$ cat config.mk
export PLATFORM = sky130hd
export DESIGN_NAME = booth_seq_ctrl
export DESIGN_NICKNAME = d
export VERILOG_FILES = /design/src/rtl/booth_pkg.sv /design/src/rtl/booth_digit_enc.sv /design/src/rtl/booth_seq_ctrl.sv
export SDC_FILE = /design/constraint.sdc
export NUM_CORES = 1
export LEC_CHECK = 0
export CAP_MARGIN = 5
export CORE_UTILIZATION = 60
export CTS_CLUSTER_SIZE = 40
export DETAILED_ROUTE_END_ITERATION = 12
export GPL_TIMING_DRIVEN = 0
export HOLD_SLACK_MARGIN = 0.05
export PLACE_DENSITY = 0.83
export SLEW_MARGIN = 20
export SYNTH_ARGS = -nofsm -noshare
export SYNTH_HDL_FRONTEND = slang
export SYNTH_SLANG_ARGS = --single-unit
$ cat constraint.sdc
create_clock -name clk_i -period 13.8 [get_ports clk_i]
set_clock_uncertainty 0.15 [all_clocks]
set_input_delay 2.76 -clock clk_i [delete_from_list [all_inputs] [get_ports clk_i]]
set_output_delay 2.76 -clock clk_i [all_outputs]
set_load 0.005 [all_outputs]
$ cat src/rtl/booth_pkg.sv
// Shared types for the sequential radix-4 Booth multiplier: FSM states,
// Booth digit encoding and small helpers for digit decoding.
package booth_pkg;

    typedef enum logic [1:0] {
        IDLE = 2'd0,
        RUN  = 2'd1,
        DONE = 2'd2
    } state_t;

    typedef enum logic [2:0] {
        DIG_Z  = 3'd0,
        DIG_P1 = 3'd1,
        DIG_P2 = 3'd2,
        DIG_M1 = 3'd3,
        DIG_M2 = 3'd4
    } digit_t;

    // True for digits whose partial product is the doubled multiplicand.
    function automatic logic digit_is_double(input digit_t dig);
        return (dig == DIG_P2) || (dig == DIG_M2);
    endfunction

    // True for digits whose partial product must be negated.
    function automatic logic digit_is_negative(input digit_t dig);
        return (dig == DIG_M1) || (dig == DIG_M2);
    endfunction

endpackage

$ cat src/rtl/booth_digit_enc.sv
// Radix-4 Booth digit encoder: maps a 3-bit multiplier window
// {b[2k+1], b[2k], b[2k-1]} onto a signed digit in {-2,-1,0,+1,+2}.
module booth_digit_enc
    import booth_pkg::*;
(
    input  logic [2:0] window,
    output digit_t     digit
);

    // Standard Booth recoding table.
    always_comb begin
        digit = DIG_Z;
        case (window)
            3'b000:  digit = DIG_Z;
            3'b001:  digit = DIG_P1;
            3'b010:  digit = DIG_P1;
            3'b011:  digit = DIG_P2;
            3'b100:  digit = DIG_M2;
            3'b101:  digit = DIG_M1;
            3'b110:  digit = DIG_M1;
            3'b111:  digit = DIG_Z;
            default: digit = DIG_Z;
        endcase
    end

endmodule

$ cat src/rtl/booth_seq_ctrl.sv
// Sequential radix-4 Booth multiplier for signed WIDTH x WIDTH operands.
// Accepts one operand pair in IDLE, retires one Booth digit per RUN cycle
// into a 2*WIDTH accumulator, then presents the product in DONE until the
// consumer takes it.
// Optional build macro: BOOTH_EARLY_EXIT_EN -- leave RUN as soon as every
// remaining Booth digit is known to be zero.
module booth_seq_ctrl
    import booth_pkg::*;
#(
    parameter int WIDTH = 8
) (
    input  logic                 clk_i,
    input  logic                 rst_i,
    input  logic                 in_valid_i,
    output logic                 in_ready_o,
    input  logic [WIDTH-1:0]     mcand_i,
    input  logic [WIDTH-1:0]     mplier_i,
    output logic                 out_valid_o,
    input  logic                 out_ready_i,
    output logic [2*WIDTH-1:0]   prod_o
);

    localparam int D  = WIDTH / 2;
    localparam int PW = 2 * WIDTH;
    localparam int KW = (D > 1) ? $clog2(D) : 1;
    localparam logic [KW-1:0] K_LAST = KW'(D - 1);

    state_t            state_reg, state_next;
    logic [PW-1:0]     acc_reg, acc_next;
    logic [KW-1:0]     k_reg, k_next;
    logic [WIDTH-1:0]  mcand_reg, mcand_next;
    logic [WIDTH-1:0]  mplier_reg, mplier_next;

    // Multiplier with the implicit bit -1 (always zero) appended at the LSB,
    // so window k sits at mplier_ext[2k+2:2k].
    logic [WIDTH:0]    mplier_ext;
    logic [2:0]        window;
    digit_t            digit;
    logic [PW-1:0]     mcand_sext;
    logic [PW-1:0]     pp_mag;
    logic [PW-1:0]     pp_signed;
    logic [PW-1:0]     pp_shifted;
    logic              early_exit;

    assign mplier_ext = {mplier_reg, 1'b0};
    assign window     = mplier_ext[{k_reg, 1'b0} +: 3];

    booth_digit_enc u_digit_enc (
        .window (window),
        .digit  (digit)
    );

    // Partial product: sign-extend, optionally double, optionally negate,
    // then weight by 4^k.
    always_comb begin
        mcand_sext = {{WIDTH{mcand_reg[WIDTH-1]}}, mcand_reg};
        pp_mag     = digit_is_double(digit) ? (mcand_sext << 1) : mcand_sext;
        if (digit == DIG_Z) begin
            pp_signed = '0;
        end else if (digit_is_negative(digit)) begin
            pp_signed = (~pp_mag) + PW'(1);
        end else begin
            pp_signed = pp_mag;
        end
        pp_shifted = pp_signed << {k_reg, 1'b0};
    end

`ifdef BOOTH_EARLY_EXIT_EN
    // rest_uniform[gi]: multiplier bits [WIDTH-1 : 2*gi-1] are all equal,
    // meaning digits gi..D-1 all recode to zero.
    logic [D-1:0] rest_uniform;

    genvar gi;
    generate
        for (gi = 0; gi < D; gi++) begin : g_uniform
            assign rest_uniform[gi] = (&mplier_ext[WIDTH:2*gi]) |
                                      ~(|mplier_ext[WIDTH:2*gi]);
        end
    endgenerate

    assign early_exit = rest_uniform[k_reg];
`else
    assign early_exit = 1'b0;
`endif

    // State and datapath registers; reset discards any operation in flight.
    always_ff @(posedge clk_i or posedge rst_i) begin
        if (rst_i) begin
            state_reg  <= IDLE;
            acc_reg    <= '0;
            k_reg      <= '0;
            mcand_reg  <= '0;
            mplier_reg <= '0;
        end else begin
            state_reg  <= state_next;
            acc_reg    <= acc_next;
            k_reg      <= k_next;
            mcand_reg  <= mcand_next;
            mplier_reg <= mplier_next;
        end
    end

    // Next-state and datapath update: capture in IDLE, one digit per RUN
    // cycle, hold in DONE until the consumer accepts.
    always_comb begin
        state_next  = state_reg;
        acc_next    = acc_reg;
        k_next      = k_reg;
        mcand_next  = mcand_reg;
        mplier_next = mplier_reg;
        case (state_reg)
            IDLE: begin
                if (in_valid_i) begin
                    mcand_next  = mcand_i;
                    mplier_next = mplier_i;
                    acc_next    = '0;
                    k_next      = '0;
                    state_next  = RUN;
                end
            end
            RUN: begin
                if (early_exit) begin
                    k_next     = '0;
                    state_next = DONE;
                end else begin
                    acc_next = acc_reg + pp_shifted;
                    if (k_reg == K_LAST) begin
                        k_next     = '0;
                        state_next = DONE;
                    end else begin
                        k_next = k_reg + KW'(1);
                    end
                end
            end
            DONE: begin
                if (out_ready_i) begin
                    state_next = IDLE;
                end
            end
            default: begin
                state_next = IDLE;
            end
        endcase
    end

    // The product is the accumulator itself, so it is registered and stable
    // for as long as DONE lasts.
    assign in_ready_o  = (state_reg == IDLE);
    assign out_valid_o = (state_reg == DONE);
    assign prod_o      = acc_reg;

endmodule

---- Yosys cells after proc, flatten, opt, wreduce, memory -nomap -nowiden ----
Memories as Yosys holds them, arrays and structs flattened.
Index checks and enable logic that the tools add are counted.
W data, S select, Z words.
cells by class
  add/sub/neg operators ................... 3
  eq/ne operators ......................... 9
  shift-type cells ........................ 2
  multiplexer cells ....................... 12
  bitwise gates (word level) .............. 1
  reduce and logical (&&, ||, !) cells .... 8
operators by type and width
  kind                     number
  $mux W16                 3
  $pmux W16 S2             1
  $add A16 B1 Y16 const B  1
  $add A16 B16 Y16         1
  $not A16 Y16             1
  $shl A16 B3 Y16          1
  $mux W2                  5
  $shiftx A9 B4 Y3         1
  $mux W8                  1
  $eq A3 B2 Y1 const B     2
  $pmux W2 S3              1
  $eq A2 B2 Y1 const B     2
  $ne A2 B2 Y1 const B     2
  $pmux W2 S2              1
  $reduce_and A2 Y1        2
  $eq A3 B3 Y1 const B     1
  $logic_not A3 Y1         1
  $reduce_and A3 Y1        1
  $add A2 B1 Y2 const B    1
  $eq A2 B1 Y1 const B     1
  $logic_not A2 Y1         1
  $logic_or A1 B1 Y1       2
  $ne A2 B1 Y1 const B     1
  $reduce_bool A2 Y1       1
storage, ports and cells
  register bits ........................... 36
  ROM bits ................................ 24
  output and inout bits ................... 18
  word-level logic and storage cells ...... 41
  memories ................................ 1
memories
  memory            depth  width  read ports  clocked after memory_dff  wr ports  line                   source
  (name not given)  8      3      1           0                         0         booth_digit_enc.sv:13  case (window)

---- Logic depth before layout (Yosys ltp) ----
Gate-level depths: netlist (run 1).
An unclocked memory read counts as a cell.
  word-level depth ........................ 12
  gate-level depth with buffers ........... 25
  mapped depth without buffers ............ 24

---- Hierarchy ----
A second synthesis (run 1) with hierarchy kept.
second synthesis, totals
  cells, all modules ...................... 356
  area, all modules ....................... 3105.5 um^2
modules (own cells, without submodules)
  module           instances  cells each  area an instance (um^2)  sequential area each (um^2)
  booth_seq_ctrl   1          350         3050.4                   900.9
  booth_digit_enc  1          6           55.1                     0.0

---- Worst setup path after synthesis (run 1) ----
Ideal clock, no wire load.
  path kind ............................... reg-to-reg
  start ................................... register k_reg[0]
  end ..................................... register acc_reg[13] (netlist: prod_o[13])
  setup time .............................. 122 ps
  data arrival time ....................... 5538 ps
  data required time ...................... 13528 ps
  setup slack ............................. 7990 ps
  stages on the path, launching flop included .. 23
  path buffers ............................ 2
  clock period less this slack ............ 5810 ps
  cell sequence ........................... dfrtp_1 -> buf_6 -> mux4_1 -> inv_1 -> ha_1 -> clkbuf_1 -> nor2_1 -> mux2i_1 -> ha_1 -> or3b_1 -> a21oi_1 -> a31oi_1 -> o221a_2 -> o31ai_2 -> a32o_1 -> ha_1 -> and3_1 -> a2111o_1 -> o311ai_1 -> a31oi_1 -> a21o_1 -> a211o_1 -> a32o_1
between the ends
  cells in the longest elaborated chain, start to end .. 12
ends and longest elaborated chain
  item                                                 line                              source
  from (decl)                                          booth_seq_ctrl.sv:30              logic [KW-1:0] k_reg, k_next;
  from (signal assigned)                               booth_seq_ctrl.sv:97              k_reg <= k_next;
  $shiftx A9 B4 Y3                                     booth_seq_ctrl.sv:46              assign window = mplier_ext[{k_reg, 1'b0} +: 3];
  $mem_v2 Z8 W3                                        --
  $eq A3 B2 Y1 / $eq A3 B3 Y1 (equally long branches)  booth_pkg.sv:21, booth_pkg.sv:26
  $logic_or A1 B1 Y1                                   booth_pkg.sv:21                   return (dig == DIG_P2) || (dig == DIG_M2);
  $mux W8                                              booth_seq_ctrl.sv:57              pp_mag = digit_is_double(digit) ? (mcand_sext << 1) : mcand_sext;
  $not A16 Y16                                         booth_seq_ctrl.sv:61              pp_signed = (~pp_mag) + PW'(1);
  $add A16 B1 Y16                                      booth_seq_ctrl.sv:61
  $mux W16                                             booth_seq_ctrl.sv:60              end else if (digit_is_negative(digit)) begin
  $mux W16                                             booth_seq_ctrl.sv:58              if (digit == DIG_Z) begin
  $shl A16 B3 Y16 (*)                                  booth_seq_ctrl.sv:65              pp_shifted = pp_signed << {k_reg, 1'b0};
  $add A16 B16 Y16 (*)                                 booth_seq_ctrl.sv:126             acc_next = acc_reg + pp_shifted;
  $pmux W16 S2 (*)                                     booth_seq_ctrl.sv:111             case (state_reg)
  to (signal assigned)                                 booth_seq_ctrl.sv:96              acc_reg <= acc_next;
  to (decl)                                            booth_seq_ctrl.sv:29              logic [PW-1:0] acc_reg, acc_next;
Mark *: on every way between the ends. The rest lies on a longest branch, timed or not.
A chain may end at the register's enable or synchronous reset.

---- Final worst setup path (run 1) ----
  start ................................... register k_reg[1]
  end ..................................... register acc_reg[13] (netlist: prod_o[13])
The elaborated chain is that of the path after synthesis.

==> summary.txt, run 1 <==
Multi-input gate area -> 2000 um^2
mapped cell area -> 3070 um^2
Seq cells post-synth -> 36
length of routed wiring on met1 -> 3.45 mm
die span in x -> 73.5 um
unrepaired setup endpoints after global routing -> false
Synth Instances -> 344
Port Buffers -> 37
fin cells -> 456
top cell type's share of synthesized area -> 0.294
CTS resizes -> 0
sequential cell area fraction in the yosys report -> 0.294
Critical Path End Type -> flip-flop
Final Hold Viols -> 0
flip-flop and latch area -> 901 um^2
vias in the first global route -> 2,716
row count -> 25
setup violators final -> 0
crit share post-route -> 0.492
EDFF count, synth -> 0
core area -> 4820 um^2
post-detail-place hpwl -> 5.63 mm
# Post-CTS Setup Buffers -> 0
Synth Flop Type -> dfrtp_1
maxcap violations -> 0
Area growth, synth to finish -> 18.4%
layout cells sized above 1 -> 0.100
Async SR Flop Fraction -> 1.00
most frequent cell after synthesis -> nand2_1
CP max FO -> 10
Fillers -> 383
library cells used by synthesis -> 64
number of remaining DRC errors -> 0
worst-margin pin slew -> 783 ps
Antenna diodes -> 0
Detail Route met2 WL -> 3.73 mm
Critical Path RT -> 13,830 ps
critical path class -> flip-flop to flip-flop
die height -> 73.5 um
fin nets -> 430
CTS Hold Bufs -> 0
Synth area leader -> dfrtp_1
total gr overflow -> 0
number of flip-flops in the largest register -> 16
io pins -> 38
Syn Nets -> 386
Die ar. -> 5400 um^2
Initial Utilization -> 0.637
initial antenna violation count -> 0
H-Tree Level Count -> 2
routed len/inst -> 17.1 um
final wirelength -> 7.82 mm
Place WS -> 7120 ps
CTS tree -> yes
Max Clock Freq -> 147 MHz
Relative slew margins -> 0.478
DR pass1 iterations -> 6
met3 WL -> 420 um
outcome -> complete, no violations
worst endpoint data arrival time -> 6810 ps
commonest cells in the netlist -> nand2_1, dfrtp_1, ha_1
Final WS setup -> 7010 ps
total CTS buffers -> 5
average cell area after synthesis -> 8.92 um^2
CTS root buffer -> clkbuf_8
gp weighted congestion -> 0.950
Num Clock Sinks -> 36
Yosys warnings -> 0
Worst-Skew Late Latency -> 300 ps
largest cells by area after synthesis -> dfrtp_1, ha_1, mux2_2
critical path's top delay family -> compound AO/OA/AOI/OAI gates
CP cell instances -> clkbuf_1, clkbuf_1, nand2_1, o21a_1, ha_1, clkbuf_1, nor2_1, mux2i_1, ha_1, or3b_1, a21oi_1, a31oi_1, o221a_2, o31ai_2, a32o_1, ha_1, and3_1, a2111o_1, o311ai_1, a31oi_1, a21o_1, a211o_1, a32o_1
Antenna Nets Post-Route -> 0
Iter 0 DRT Violations -> 268
setup TNS -> 0 ps
Hold Crit Class -> flip-flop to flip-flop
Tmin final -> 6790 ps
Clock Pin Slew Worst Setup and Hold Paths -> 90 ps
Via-to-Cell Ratio -> 6.24
top sig layer -> met4
Via Count -> 2,847
largest net degree at the start of global routing -> 37
slowest stage delay, CP -> 460 ps
Slew Limit Fails -> 0
WP buf/inv -> 3
CTS max path bufs -> 2
CP max stage cell -> a2111o_1
global-route wire length before repair -> 12.7 mm
Inst Count DP -> 448
Setup crit start kind -> flip-flop
All-Layer GR Usage -> 0.311
[area by class of cell]
cell class | count | area share
Multi-Input combinational cell | 270 | 0.551
Sequential cell | 36 | 0.248
Timing Repair Buffer | 37 | 0.102
Buffer | 22 | 0.0293
Tap cell | 67 | 0.0231
Clock buffer | 5 | 0.0189
Inverter | 16 | 0.0165
Clock inverter | 3 | 0.0117
[metrics by stage]
stage / cell area [um^2] / hold WS (ps) / util
after floorplan: 3070 / 322 / -
after global placement: 3520 / 333 / 0.731
after detailed placement: 3520 / 338 / 0.731
after CTS: 3630 / 356 / 0.754
after global routing: 3630 / 385 / 0.754
final: 3630 / 351 / 0.754
[cell families after synthesis]
group	synth area share
xor+xnor	0.0457
compound gates	0.247
fa+ha+maj	0.0922
mux	0.121
buf+inv	0.0542
simple gates	0.146
flops	0.294
[metal layers]
metal,up-vias,GRT usage
li1,1374,-
met1,1365,0.403
met2,88,0.506
met3,20,0.0494
met4,0,0.150
met5,-,0
[worst reg2reg max path: stages (launching register included)]
cell and delay [ps]:
dfrtp_1 360, clkbuf_1 320, clkbuf_1 390, nand2_1 100, o21a_1 150, ha_1 290, clkbuf_1 230, nor2_1 400
mux2i_1 240, ha_1 240, or3b_1 420, a21oi_1 160, a31oi_1 60, o221a_2 300, o31ai_2 220, a32o_1 220
ha_1 310, and3_1 190, a2111o_1 460, o311ai_1 420, a31oi_1 260, a21o_1 230, a211o_1 280, a32o_1 250
[final timing paths]
path / start / to / slack (ps) / cells past startpoint
max: k_reg[1] / prod_o[13] / 7010 / 23
min: mplier_reg[0] / mplier_reg[0] / 350 / 1
max reg2reg: k_reg[1] / prod_o[13] / 7010 / 23
min reg2reg: mplier_reg[0] / mplier_reg[0] / 350 / 1
max in group asynchronous: rst_i / mcand_reg[6] / 10220 / 2
min in group asynchronous: rst_i / prod_o[4] / 2780 / 2
[layout by cell type, fill, tap and decap left out, types with 3 or more instances in the layout]
| cell | instances |
|---|---|
| a211oi_1 | 3 |
| ha_1 | 21 |
| mux2i_1 | 7 |
| inv_1 | 14 |
| clkdlybuf4s50_1 | 37 |
| and2_1 | 4 |
| nand2b_1 | 3 |
| mux2_2 | 17 |
| nor3_1 | 8 |
| a21o_1 | 5 |
| a21oi_1 | 18 |
| o21a_1 | 5 |
| a31oi_1 | 4 |
| o21ai_0 | 20 |
| nand2_1 | 42 |
| o31ai_1 | 5 |
| clkbuf_8 | 5 |
| xor2_1 | 6 |
| o22ai_1 | 10 |
| clkbuf_1 | 17 |
| xnor2_1 | 10 |
| and3_1 | 5 |
| nor2_1 | 20 |
| nand3_1 | 3 |
| buf_6 | 3 |
| a32o_1 | 4 |
| a22o_1 | 3 |
| dfrtp_1 | 36 |
| or4_1 | 3 |
Power of run 1 is left out: the tool's default activity adds up to more than one toggle a clock period on the data nets, which glitch-free logic cannot reach.
==> run 2, diff against run 1 <==
--- a/config.mk
+++ b/config.mk
@@ -6,12 +6,12 @@
 export NUM_CORES = 1
 export LEC_CHECK = 0
 export CAP_MARGIN = 5
-export CORE_UTILIZATION = 60
+export CORE_UTILIZATION = 57
 export CTS_CLUSTER_SIZE = 40
 export DETAILED_ROUTE_END_ITERATION = 12
 export GPL_TIMING_DRIVEN = 0
 export HOLD_SLACK_MARGIN = 0.05
-export PLACE_DENSITY = 0.83
+export PLACE_DENSITY = 0.8
 export SLEW_MARGIN = 20
 export SYNTH_ARGS = -nofsm -noshare
 export SYNTH_HDL_FRONTEND = slang
==> constraint.sdc (replaced) <==
create_clock -name clk_i -period 6.85 [get_ports clk_i]
set_clock_uncertainty 0.15 [all_clocks]
set_input_delay 1.37 -clock clk_i [delete_from_list [all_inputs] [get_ports clk_i]]
set_output_delay 1.37 -clock clk_i [all_outputs]
set_load 0.005 [all_outputs]
==> run 2 against run 1 <==
Compared with the run above: via count is 0.14% lower; first-iteration DRC count is 10% lower; critical path depth is 1 higher; largest cell class unchanged; critical endpoint unchanged; hold slack better by 12 ps; fmax is 4.9% higher; non-clock buffer count stayed put; utilization is 3.5 points lower; register-to-register slack worse by 6600 ps.
==> summary.txt, run 2 (synthesized netlist as in run 1, its figures left out) <==
Antenna Nets Post-Route -> 0 (unchanged)
Antenna diodes -> 0 (unchanged)
most frequent cells in the layout -> nand2_1, clkdlybuf4s50_1, dfrtp_1
WP buf/inv -> 3 (unchanged)
CP cell instances -> clkbuf_1, clkbuf_2, nand2_1, o21a_1, ha_1, clkbuf_1, nor2_2, mux2i_1, ha_1, or3b_1, or4_1, or4_1, o2111a_1, nor2_1, mux2i_1, a22o_1, ha_1, a211oi_1, nand2_1, o21ai_0, a31oi_1, a21o_1, a211o_1, a32o_1
CTS tree -> yes
layout cells sized above 1 -> 0.111 (+0.0103)
Slew Limit Fails -> 0 (unchanged)
Max Clock Freq -> 155 MHz (+4.9%)
Clock Pin Slew Worst Setup and Hold Paths -> 80 ps (about the same)
row count -> 26 (+4.0%)
maxcap violations -> 0 (unchanged)
fin nets -> 430 (unchanged)
unrepaired setup endpoints after global routing -> false
Initial Utilization -> 0.597 (-0.0400)
critical path's top delay family -> simple AND/OR/NAND/NOR gates
setup violators final -> 0 (unchanged)
worst-margin pin slew -> 778 ps (-4.62 ps)
Area growth, synth to finish -> 20.5%
gp weighted congestion -> 0.897 (-5.6%)
Final Hold Viols -> 0 (unchanged)
total CTS buffers -> 5 (unchanged)
Iter 0 DRT Violations -> 241 (-10%)
DR pass1 iterations -> 5 (-1)
global-route wire length before repair -> 13.2 mm (+3.8%)
Tmin final -> 6470 ps (-319 ps)
worst endpoint data arrival time -> 6500 ps (-310 ps)
Critical Path RT -> 6890 ps (-6940 ps)
post-detail-place hpwl -> 5.68 mm (+1.0%)
die height -> 75.4 um (+2.5%)
routed len/inst -> 17.1 um (-0.21%)
Via-to-Cell Ratio -> 6.19 (-0.79%)
die span in x -> 75.4 um (+2.5%)
outcome -> complete, no violations
number of flip-flops in the largest register -> 16 (unchanged)
number of remaining DRC errors -> 0 (unchanged)
vias in the first global route -> 2,723 (+0.26%)
CP max stage cell -> or4_1
Port Buffers -> 37 (unchanged)
Via Count -> 2,843 (-0.14%)
io pins -> 38 (unchanged)
CTS max path bufs -> 2 (unchanged)
Worst-Skew Late Latency -> 300 ps (about the same)
Critical Path End Type -> flip-flop
H-Tree Level Count -> 2 (unchanged)
core area -> 5140 um^2 (+6.7%)
initial antenna violation count -> 0 (unchanged)
slowest stage delay, CP -> 500 ps (+40 ps)
Hold Crit Class -> flip-flop to flip-flop
setup TNS -> 0 ps (unchanged)
Num Clock Sinks -> 36 (unchanged)
CP max FO -> 10 (unchanged)
Setup crit start kind -> flip-flop
Relative slew margins -> 0.481 (+0.00309)
crit share post-route -> 0.944 (+0.452)
Die ar. -> 5680 um^2 (+5.1%)
Fillers -> 425 (+11%)
total gr overflow -> 0 (unchanged)
largest net degree at the start of global routing -> 37 (unchanged)
most frequent CP cell -> ha_1
final wirelength -> 7.85 mm (+0.45%)
CTS root buffer -> clkbuf_8
commonest non-fill, non-tap cell in the layout -> nand2_1
critical path class -> flip-flop to flip-flop
All-Layer GR Usage -> 0.310 (-0.000603)
[run 2: final timing paths]
check / slack, ps / cells after the start / end / from
min in group asynchronous: 1380 / 2 / prod_o[4] / rst_i
max in group asynchronous: 4670 / 2 / mcand_reg[5] / rst_i
max: 380 / 24 / prod_o[13] / k_reg[1]
min: 360 / 1 / mplier_reg[0] / mplier_reg[0]
min reg2reg: 360 / 1 / mplier_reg[0] / mplier_reg[0]
max reg2reg: 380 / 24 / prod_o[13] / k_reg[1]
[run 2: cell type report]
cell class,instances,area (um^2),share of cell area
inverter,16,60.1,0.0162
buffer,22,109,0.0294
clock inverter,3,90.1,0.0244
tap,70,87.6,0.0237
sequential,36,901,0.244
timing repair buffer,37,370,0.100
clock buffer,5,68.8,0.0186
multi-input combinational,270,2010,0.544
[run 2: worst reg2reg max path, stage by stage, from the launching register on]
cell and delay (ps):
dfrtp_1 350, clkbuf_1 310, clkbuf_2 300, nand2_1 80, o21a_1 140, ha_1 290
clkbuf_1 230, nor2_2 320, mux2i_1 240, ha_1 260, or3b_1 420, or4_1 500
or4_1 500, o2111a_1 220, nor2_1 120, mux2i_1 100, a22o_1 230, ha_1 210
a211oi_1 310, nand2_1 90, o21ai_0 100, a31oi_1 120, a21o_1 230, a211o_1 290
a32o_1 250
[run 2: what timing repair did]
action                                  in CTS  in global routing
endpoints found under the setup margin       0                  2
endpoints found under the hold margin        0                  0
hold buffers                                 0                  0
setup buffers                                0                  0
gates resized for setup                      0                  6
[run 2: stage by stage]
step,instance area (um^2),hold WS [ps],instances,utilization,setup WS (ps)
floorplan,3070,322,344,-,1040
global placement,3530,334,451,0.686,303
detailed placement,3530,348,451,0.686,161
CTS,3680,368,459,0.717,107
global route,3700,380,459,0.719,1.05
finish,3700,363,459,0.719,384
[run 2: routing by layer]
layer  vias to the layer above  share of wire  track usage
li1                       1361              -            -
met1                      1380           0.45        0.406
met2                        91           0.49        0.517
met3                        11          0.052       0.0595
met4                         0          0.016        0.105
met5                         -              0            0
Power of run 2 is left out for the same reason.
